### config.mk
export PLATFORM = sky130hd
export DESIGN_NAME = sram_like_mux_bridge
export DESIGN_NICKNAME = d
export VERILOG_FILES = /design/src/rtl/sram_like_mux_bridge.sv
export SDC_FILE = /design/constraint.sdc
export NUM_CORES = 1
export LEC_CHECK = 0
export ABC_AREA = 1
export CELL_PAD_IN_SITES_DETAIL_PLACEMENT = 1
export CELL_PAD_IN_SITES_GLOBAL_PLACEMENT = 2
export CORE_UTILIZATION = 15
export DETAILED_ROUTE_END_ITERATION = 7
export GPL_ROUTABILITY_DRIVEN = 1
export PLACE_DENSITY_LB_ADDON = 0.12
export SYNTH_ARGS = -nofsm -noshare
export SYNTH_HDL_FRONTEND = slang
export SYNTH_SLANG_ARGS = --single-unit
### constraint.sdc
create_clock -name clk_i -period 1.85 [get_ports clk_i]
set_clock_uncertainty 0.05 [all_clocks]
set_input_delay 0.185 -clock clk_i [delete_from_list [all_inputs] [get_ports clk_i]]
set_output_delay 0.185 -clock clk_i [all_outputs]
set_load 0.05 [all_outputs]
### src/rtl/sram_like_mux_bridge.sv
// Serialises NCH sram-style requesters onto one sram_like master, one transaction in flight.
// Define RR_ARB_EN for round-robin arbitration; otherwise channel 0 has fixed highest priority.
module sram_like_mux_bridge #(
  parameter int unsigned NCH = 2,
  parameter int unsigned AW  = 32,
  parameter int unsigned DW  = 32
) (
  input  logic              clk_i,
  input  logic              rst_i,
  input  logic [NCH-1:0]    ch_en_i,
  input  logic [NCH*4-1:0]  ch_wen_i,
  input  logic [NCH*AW-1:0] ch_addr_i,
  input  logic [NCH*DW-1:0] ch_wdata_i,
  output logic [NCH*DW-1:0] ch_rdata_o,
  output logic [NCH-1:0]    ch_stall_o,
  output logic [NCH-1:0]    ch_err_o,
  output logic              stall_o,
  output logic              req_o,
  output logic              wr_o,
  output logic [1:0]        size_o,
  output logic [AW-1:0]     addr_o,
  output logic [DW-1:0]     wdata_o,
  input  logic [DW-1:0]     rdata_i,
  input  logic              addr_ok_i,
  input  logic              data_ok_i
);
  localparam int unsigned GW = (NCH > 1) ? $clog2(NCH) : 1;

  typedef enum logic [1:0] {StIdle, StReq, StWait} state_e;

  state_e            state_q;
  logic [NCH-1:0]    pend_q, err_q;
  logic [GW-1:0]     g_q;
  logic [NCH*DW-1:0] rdata_q;

  logic [NCH-1:0]    legal, rem, g_oh;
  logic [GW-1:0]     gnt_idle, gnt_rem;
  logic [3:0]        sel_wen;
  logic [AW-1:0]     sel_addr;
  logic [DW-1:0]     sel_wdata;
  logic [1:0]        sel_size;
  logic              done;

  // Returns {wen_ok, size}.
  function automatic logic [2:0] wen_decode(input logic [3:0] wen);
    case (wen)
      4'b0001, 4'b0010, 4'b0100, 4'b1000: wen_decode = 3'b100;
      4'b0011, 4'b1100:                   wen_decode = 3'b101;
      4'b1111, 4'b0000:                   wen_decode = 3'b110;
      default:                            wen_decode = 3'b000;
    endcase
  endfunction

`ifdef RR_ARB_EN
  // g_q holds the last granted index, so it serves as the round-robin pointer.
  function automatic logic [GW-1:0] pick(input logic [NCH-1:0] m, input logic [GW-1:0] last);
    int best, dist;
    pick = '0;
    best = int'(NCH);
    for (int i = 0; i < int'(NCH); i++) begin
      dist = (i + int'(NCH) - 1 - int'(last)) % int'(NCH);
      if (m[i] && dist < best) begin
        best = dist;
        pick = GW'(i);
      end
    end
  endfunction

  assign gnt_idle = pick(legal, g_q);
  assign gnt_rem  = pick(rem, g_q);
`else
  function automatic logic [GW-1:0] pick(input logic [NCH-1:0] m);
    pick = '0;
    for (int i = int'(NCH) - 1; i >= 0; i--) begin
      if (m[i]) pick = GW'(i);
    end
  endfunction

  assign gnt_idle = pick(legal);
  assign gnt_rem  = pick(rem);
`endif

  always_comb begin
    logic [2:0] dec;
    logic [1:0] lo;
    logic       mis;
    legal = '0;
    dec   = '0;
    lo    = '0;
    mis   = 1'b0;
    for (int i = 0; i < int'(NCH); i++) begin
      dec      = wen_decode(ch_wen_i[i*4 +: 4]);
      lo       = ch_addr_i[i*AW +: 2];
      mis      = (dec[1:0] == 2'd1 && lo[0]) || (dec[1:0] == 2'd2 && lo != 2'b00);
      legal[i] = ch_en_i[i] && dec[2] && !mis;
    end
  end

  always_comb begin
    logic [2:0] sel_dec;
    sel_wen   = '0;
    sel_addr  = '0;
    sel_wdata = '0;
    g_oh      = '0;
    for (int i = 0; i < int'(NCH); i++) begin
      if (GW'(i) == g_q) begin
        sel_wen   = ch_wen_i[i*4 +: 4];
        sel_addr  = ch_addr_i[i*AW +: AW];
        sel_wdata = ch_wdata_i[i*DW +: DW];
        g_oh[i]   = 1'b1;
      end
    end
    sel_dec  = wen_decode(sel_wen);
    sel_size = sel_dec[1:0];
    rem      = pend_q & ~g_oh;
  end

  // An addr_ok with data_ok in the same REQ cycle completes without visiting WAIT.
  assign done = (state_q == StReq && addr_ok_i && data_ok_i) || (state_q == StWait && data_ok_i);

  always_ff @(posedge clk_i or posedge rst_i) begin
    if (rst_i) begin
      state_q <= StIdle;
      pend_q  <= '0;
      err_q   <= '0;
      g_q     <= '0;
      rdata_q <= '0;
    end else begin
      err_q <= '0;
      case (state_q)
        StIdle: begin
          pend_q <= legal;
          err_q  <= ch_en_i & ~legal;
          if (|legal) begin
            g_q     <= gnt_idle;
            state_q <= StReq;
          end
        end
        StReq: if (addr_ok_i && !data_ok_i) state_q <= StWait;
        default: ;
      endcase
      if (done) begin
        for (int i = 0; i < int'(NCH); i++) begin
          if (g_oh[i] && sel_wen == 4'b0000) rdata_q[i*DW +: DW] <= rdata_i;
        end
        pend_q <= rem;
        if (|rem) begin
          g_q     <= gnt_rem;
          state_q <= StReq;
        end else begin
          state_q <= StIdle;
        end
      end
    end
  end

  assign req_o      = (state_q == StReq);
  assign wr_o       = req_o & (|sel_wen);
  assign size_o     = req_o ? sel_size : 2'b00;
  assign addr_o     = req_o ? sel_addr : '0;
  assign wdata_o    = req_o ? sel_wdata : '0;
  assign ch_stall_o = pend_q;
  assign stall_o    = |pend_q;
  assign ch_err_o   = err_q;
  assign ch_rdata_o = rdata_q;

endmodule

==> metrics list <==
* Clock Tree Root: sky130_fd_sc_hd__clkbuf_16
- 0 antenna diodes ended up in the layout.
- Of the total synthesized cell area, the portion taken by full adders, half adders and majority gates is 1.18%.
- The final hold violation count is 0.
- Once the floorplan was initialized, standard cells occupied about 15% of the core.
* Outcome: finished, violations left
* Largest family of logic cells by synthesized area: simple AND/OR/NAND/NOR gates
* Footprint of the flip-flops and latches: 1780 µm²
- Min Clock Period, post-route: 1.99 ns
- Final Wtd Congestion: 0.748
- Required time worst endpoint: 1.62 ns
- Buffers inserted to repair hold after CTS numbered 0.
- Register area share after synthesis: 41.8%
* Placed instance area: 9080 µm²
- Multiplexer area fraction after synthesis: 0%
- The largest single stage delay on the critical path is about 0.45 ns.
- The area growth from synthesis to layout is 139%.
* Largest fanout on the critical path: 5
* End-of-flow core utilization: 36.5%
- Count of final max-slew check failures: 0
* Total via count in the routed design: 5,167
* First-pass GRT wire length: 32.2 mm
- Number of antenna violations at the first check in global routing: 2
* Number of placed I/O pins: 311
- Setup_tns: -5.50 ns
- Arr. time, crit path: 1.75 ns
- Clock tree from TritonCTS: done
- Multi-input combinational cell area: around 2700 µm²
- In the final layout, the share of cells above drive strength 1 is approximately a third.
- Final Routed Wirelength: around 23 mm
- The cell family contributing the most delay on the critical path is buffers and inverters.
* Wirelength per Cell: 17.8 µm
- STA classifies the critical path startpoint as a flip-flop.
* Max Cap Viol: 0
- The die is 170 µm tall.
- Violated checks: negative setup slack
- The die covers roughly 29,000 µm².
- In this run the number of H-tree levels came out at 3.
- Library cells used by synthesis: 26
- From left edge to right edge, the die measures 170 µm.
* Final setup vio count: 110
- Post-Syn Instances: 569
* Simple-gate share of the synthesized area: 26.2%
- Worst-case headroom to the max-slew limit: 63.4%
- Buffers plus inverters on the worst setup path: 4
* Antenna viol nets, final: 0
- Beginning of the worst register-to-register path: g_q
- Worst setup EP type: primary output
* Category of the critical setup timing path: flip-flop to primary output
- After global routing the overflow that remains totals 0.
* Maximum number of pins on one net before global-route repair: 45
* Standard cell core area: 27,900 µm²
- Most common library cell in the layout ignoring fill and taps: sky130_fd_sc_hd__clkdlybuf4s50_1
- After clock tree synthesis, the clock-pin slew on the worst setup and hold paths is 0.06 ns.
* Via count normalized by instance count: 3.96
* Part of the cycle the worst path needs: 107%
* Number of input and output port buffers inserted: 310
* Setup repair after global routing missed its margin: true
- Before antenna repair, the detailed router went through 4 iterations.
- Total number of yosys warnings: 0
* Number of placement rows: roughly 60
- Final non-filler cell total: 1,305
- Of the total synthesized cell area, the portion taken by XOR and XNOR cells is 0%.
- The number of global-route vias before repair was 5,469.
- The synthesized netlist devotes 20.4% of its cell area to compound gates.
* Smallest setup slack after layout: -0.137 ns
- IR analysis of the VDD net gives a maximum drop of 0.617 mV.
* Syn Std Cell Area: roughly 4200 µm²
- Net count after synthesis: 747
- Synthesis-stage register bit count: 71
- The finished cells cover 10,200 µm².
* Crit-path cells: buf_8 > o21ai_4 > inv_2 > nor3_4 > buf_6 > a21oi_4 > nor2_4 > buf_12
- Clock tree synthesis inserted a total of 9 buffers.
- Number of violations reported at the end of detailed-routing iteration 0: roughly 150
* Post-layout net count: between 1k and 1.5k
- Worst skew pair latency: 0.33 ns
* Most used cells in the layout excluding fill and tap cells: 224 x sky130_fd_sc_hd__clkdlybuf4s50_1, 190 x sky130_fd_sc_hd__nand2_1, 78 x sky130_fd_sc_hd__buf_12
- Buffer depth of the longest clock path: 2
- Based on the critical path, the design can be clocked at up to about 0.5 GHz.
- Inst Count DP: 1,254
- Pwr dens: 1850 nW/µm²
- For the pin with the worst max-slew slack, the measured transition is about 0.55 ns.
* Static Leakage: 4.35 nW
* Library cell contributing the largest single delay on the critical path: sky130_fd_sc_hd__dfrtp_2
- Dividing the synthesized area by the synthesized cell count gives 7.47 µm².
- For this design, the sink count on the clock tree is 71.
- Overall routing resource usage: 14.8%
- Worst hold-check path type: input pin to async pin
* Fillers: 3,123
* Critical Path Start: g_q
- In the routed design, unresolved DRC markers number 0.
- After legalization and detailed placement, the total HPWL measured 17.0 mm.
## final timing paths
path	endpoint	slack, ns	cells after the start
min in group clk_i	ch_rdata_o[37]	0.38	3
max reg2reg	ch_rdata_o[35]	-0.06	9
max	size_o[1]	-0.14	8
min reg2reg	ch_rdata_o[48]	0.44	2
max in group asynchronous	ch_rdata_o[47]	1.06	3
min	ch_rdata_o[26]	0.17	2
## sequential cells by signal, summed over array words and instances (netlist names)
signal and flops:
ch_rdata_o 64, g_q 1, ch_err_o 2, state_q 2, ch_stall_o 2
## stage by stage
stage / total power [W] / hold WS (ns) / setup WS [ns]
2_1_floorplan: 0.00984 / 0.256 / -0.102
3_3_place_gp: 0.0154 / 0.415 / -0.0582
3_5_place_dp: 0.0155 / 0.423 / -0.153
4_1_cts: 0.0182 / 0.180 / -0.208
5_1_grt: 0.0197 / 0.187 / -0.210
6_report: 0.0188 / 0.174 / -0.137
## synth_stat cells
| cell | instances | area share [%] |
|---|---|---|
| sky130_fd_sc_hd__nand3_1 | 10 | 1.2 |
| sky130_fd_sc_hd__nor2_2 | 2 | 0.29 |
| sky130_fd_sc_hd__o211ai_1 | 1 | 0.18 |
| sky130_fd_sc_hd__nor2_1 | 10 | 0.88 |
| sky130_fd_sc_hd__o21ai_2 | 36 | 7.4 |
| sky130_fd_sc_hd__buf_4 | 1 | 0.18 |
| sky130_fd_sc_hd__nand2_2 | 31 | 4.6 |
| sky130_fd_sc_hd__inv_2 | 7 | 0.62 |
| sky130_fd_sc_hd__a21oi_1 | 68 | 8.0 |
| sky130_fd_sc_hd__nand2_1 | 195 | 17 |
| sky130_fd_sc_hd__ha_1 | 4 | 1.2 |
| sky130_fd_sc_hd__o21ai_0 | 6 | 0.71 |
| sky130_fd_sc_hd__o21ai_1 | 33 | 3.9 |
| sky130_fd_sc_hd__nor3_4 | 2 | 0.77 |
| sky130_fd_sc_hd__nand4_1 | 1 | 0.15 |
| sky130_fd_sc_hd__buf_6 | 11 | 2.9 |
| sky130_fd_sc_hd__buf_2 | 4 | 0.47 |
| sky130_fd_sc_hd__and3_1 | 1 | 0.15 |
| sky130_fd_sc_hd__o211a_1 | 1 | 0.24 |
| sky130_fd_sc_hd__or2_2 | 2 | 0.29 |
| sky130_fd_sc_hd__buf_1 | 2 | 0.18 |
| sky130_fd_sc_hd__dfrtp_1 | 71 | 42 |
| sky130_fd_sc_hd__nand2_4 | 1 | 0.27 |
| sky130_fd_sc_hd__clkbuf_1 | 16 | 1.4 |
| sky130_fd_sc_hd__nand3_4 | 1 | 0.41 |
| sky130_fd_sc_hd__inv_1 | 52 | 4.6 |
## where the power goes
group	internal, W	total [W]	switching, W
combinational	0.00602	0.0144	0.00838
clock	0.00108	0.00176	0.000677
sequential	0.00215	0.00260	0.000446
total	0.00926	0.0188	0.00950
## layer usage
| metal | global-route usage [%] | vias to the layer above | wire (µm) |
|---|---|---|---|
| met1 | 16.2 | 2445 | 8760 |
| met4 | 3.41 | 4 | 239 |
| met2 | 26.6 | 193 | 12200 |
| li1 | - | 2507 | - |
| met5 | 0 | - | 23 |
| met3 | 5.93 | 18 | 2080 |
## kinds of logic (layout without fill, tap and decap cells)
kind of cell               Yosys count  count (layout)
and+or+nand+nor                    256             256
AOI/OAI and AO/OA                  145             145
buffers and inverters               93             451
DFF                                 71              71
adders and majority gates            4               4
## worst register-to-register path: stages, from the launching register on
cell	delay, ns
sky130_fd_sc_hd__dfrtp_2	0.45
sky130_fd_sc_hd__buf_8	0.16
sky130_fd_sc_hd__o21ai_4	0.16
sky130_fd_sc_hd__inv_2	0.06
sky130_fd_sc_hd__nor3_4	0.19
sky130_fd_sc_hd__buf_4	0.16
sky130_fd_sc_hd__nand3_4	0.19
sky130_fd_sc_hd__buf_12	0.25
sky130_fd_sc_hd__nand2_2	0.08
sky130_fd_sc_hd__o21ai_2	0.05
## repair_timing
item                       4_1_cts  5_1_grt
cloned                           5       12
pin swaps                        3       12
gates resized for setup         14       44
setup buffers                    8       11
setup endpoints to repair       73      130
## layout make-up
type                            instances  share of cell area (%)
Timing Repair Buffer                  376                    46.4
Multi-Input combinational cell        405                    26.1
Sequential cell                        71                    17.5
Tap cell                              378                    4.66
Inverter                               59                    2.40
Clock buffer                           11                    2.39
Clock inverter                          5                   0.554
(Power assumes the default switching activity.)
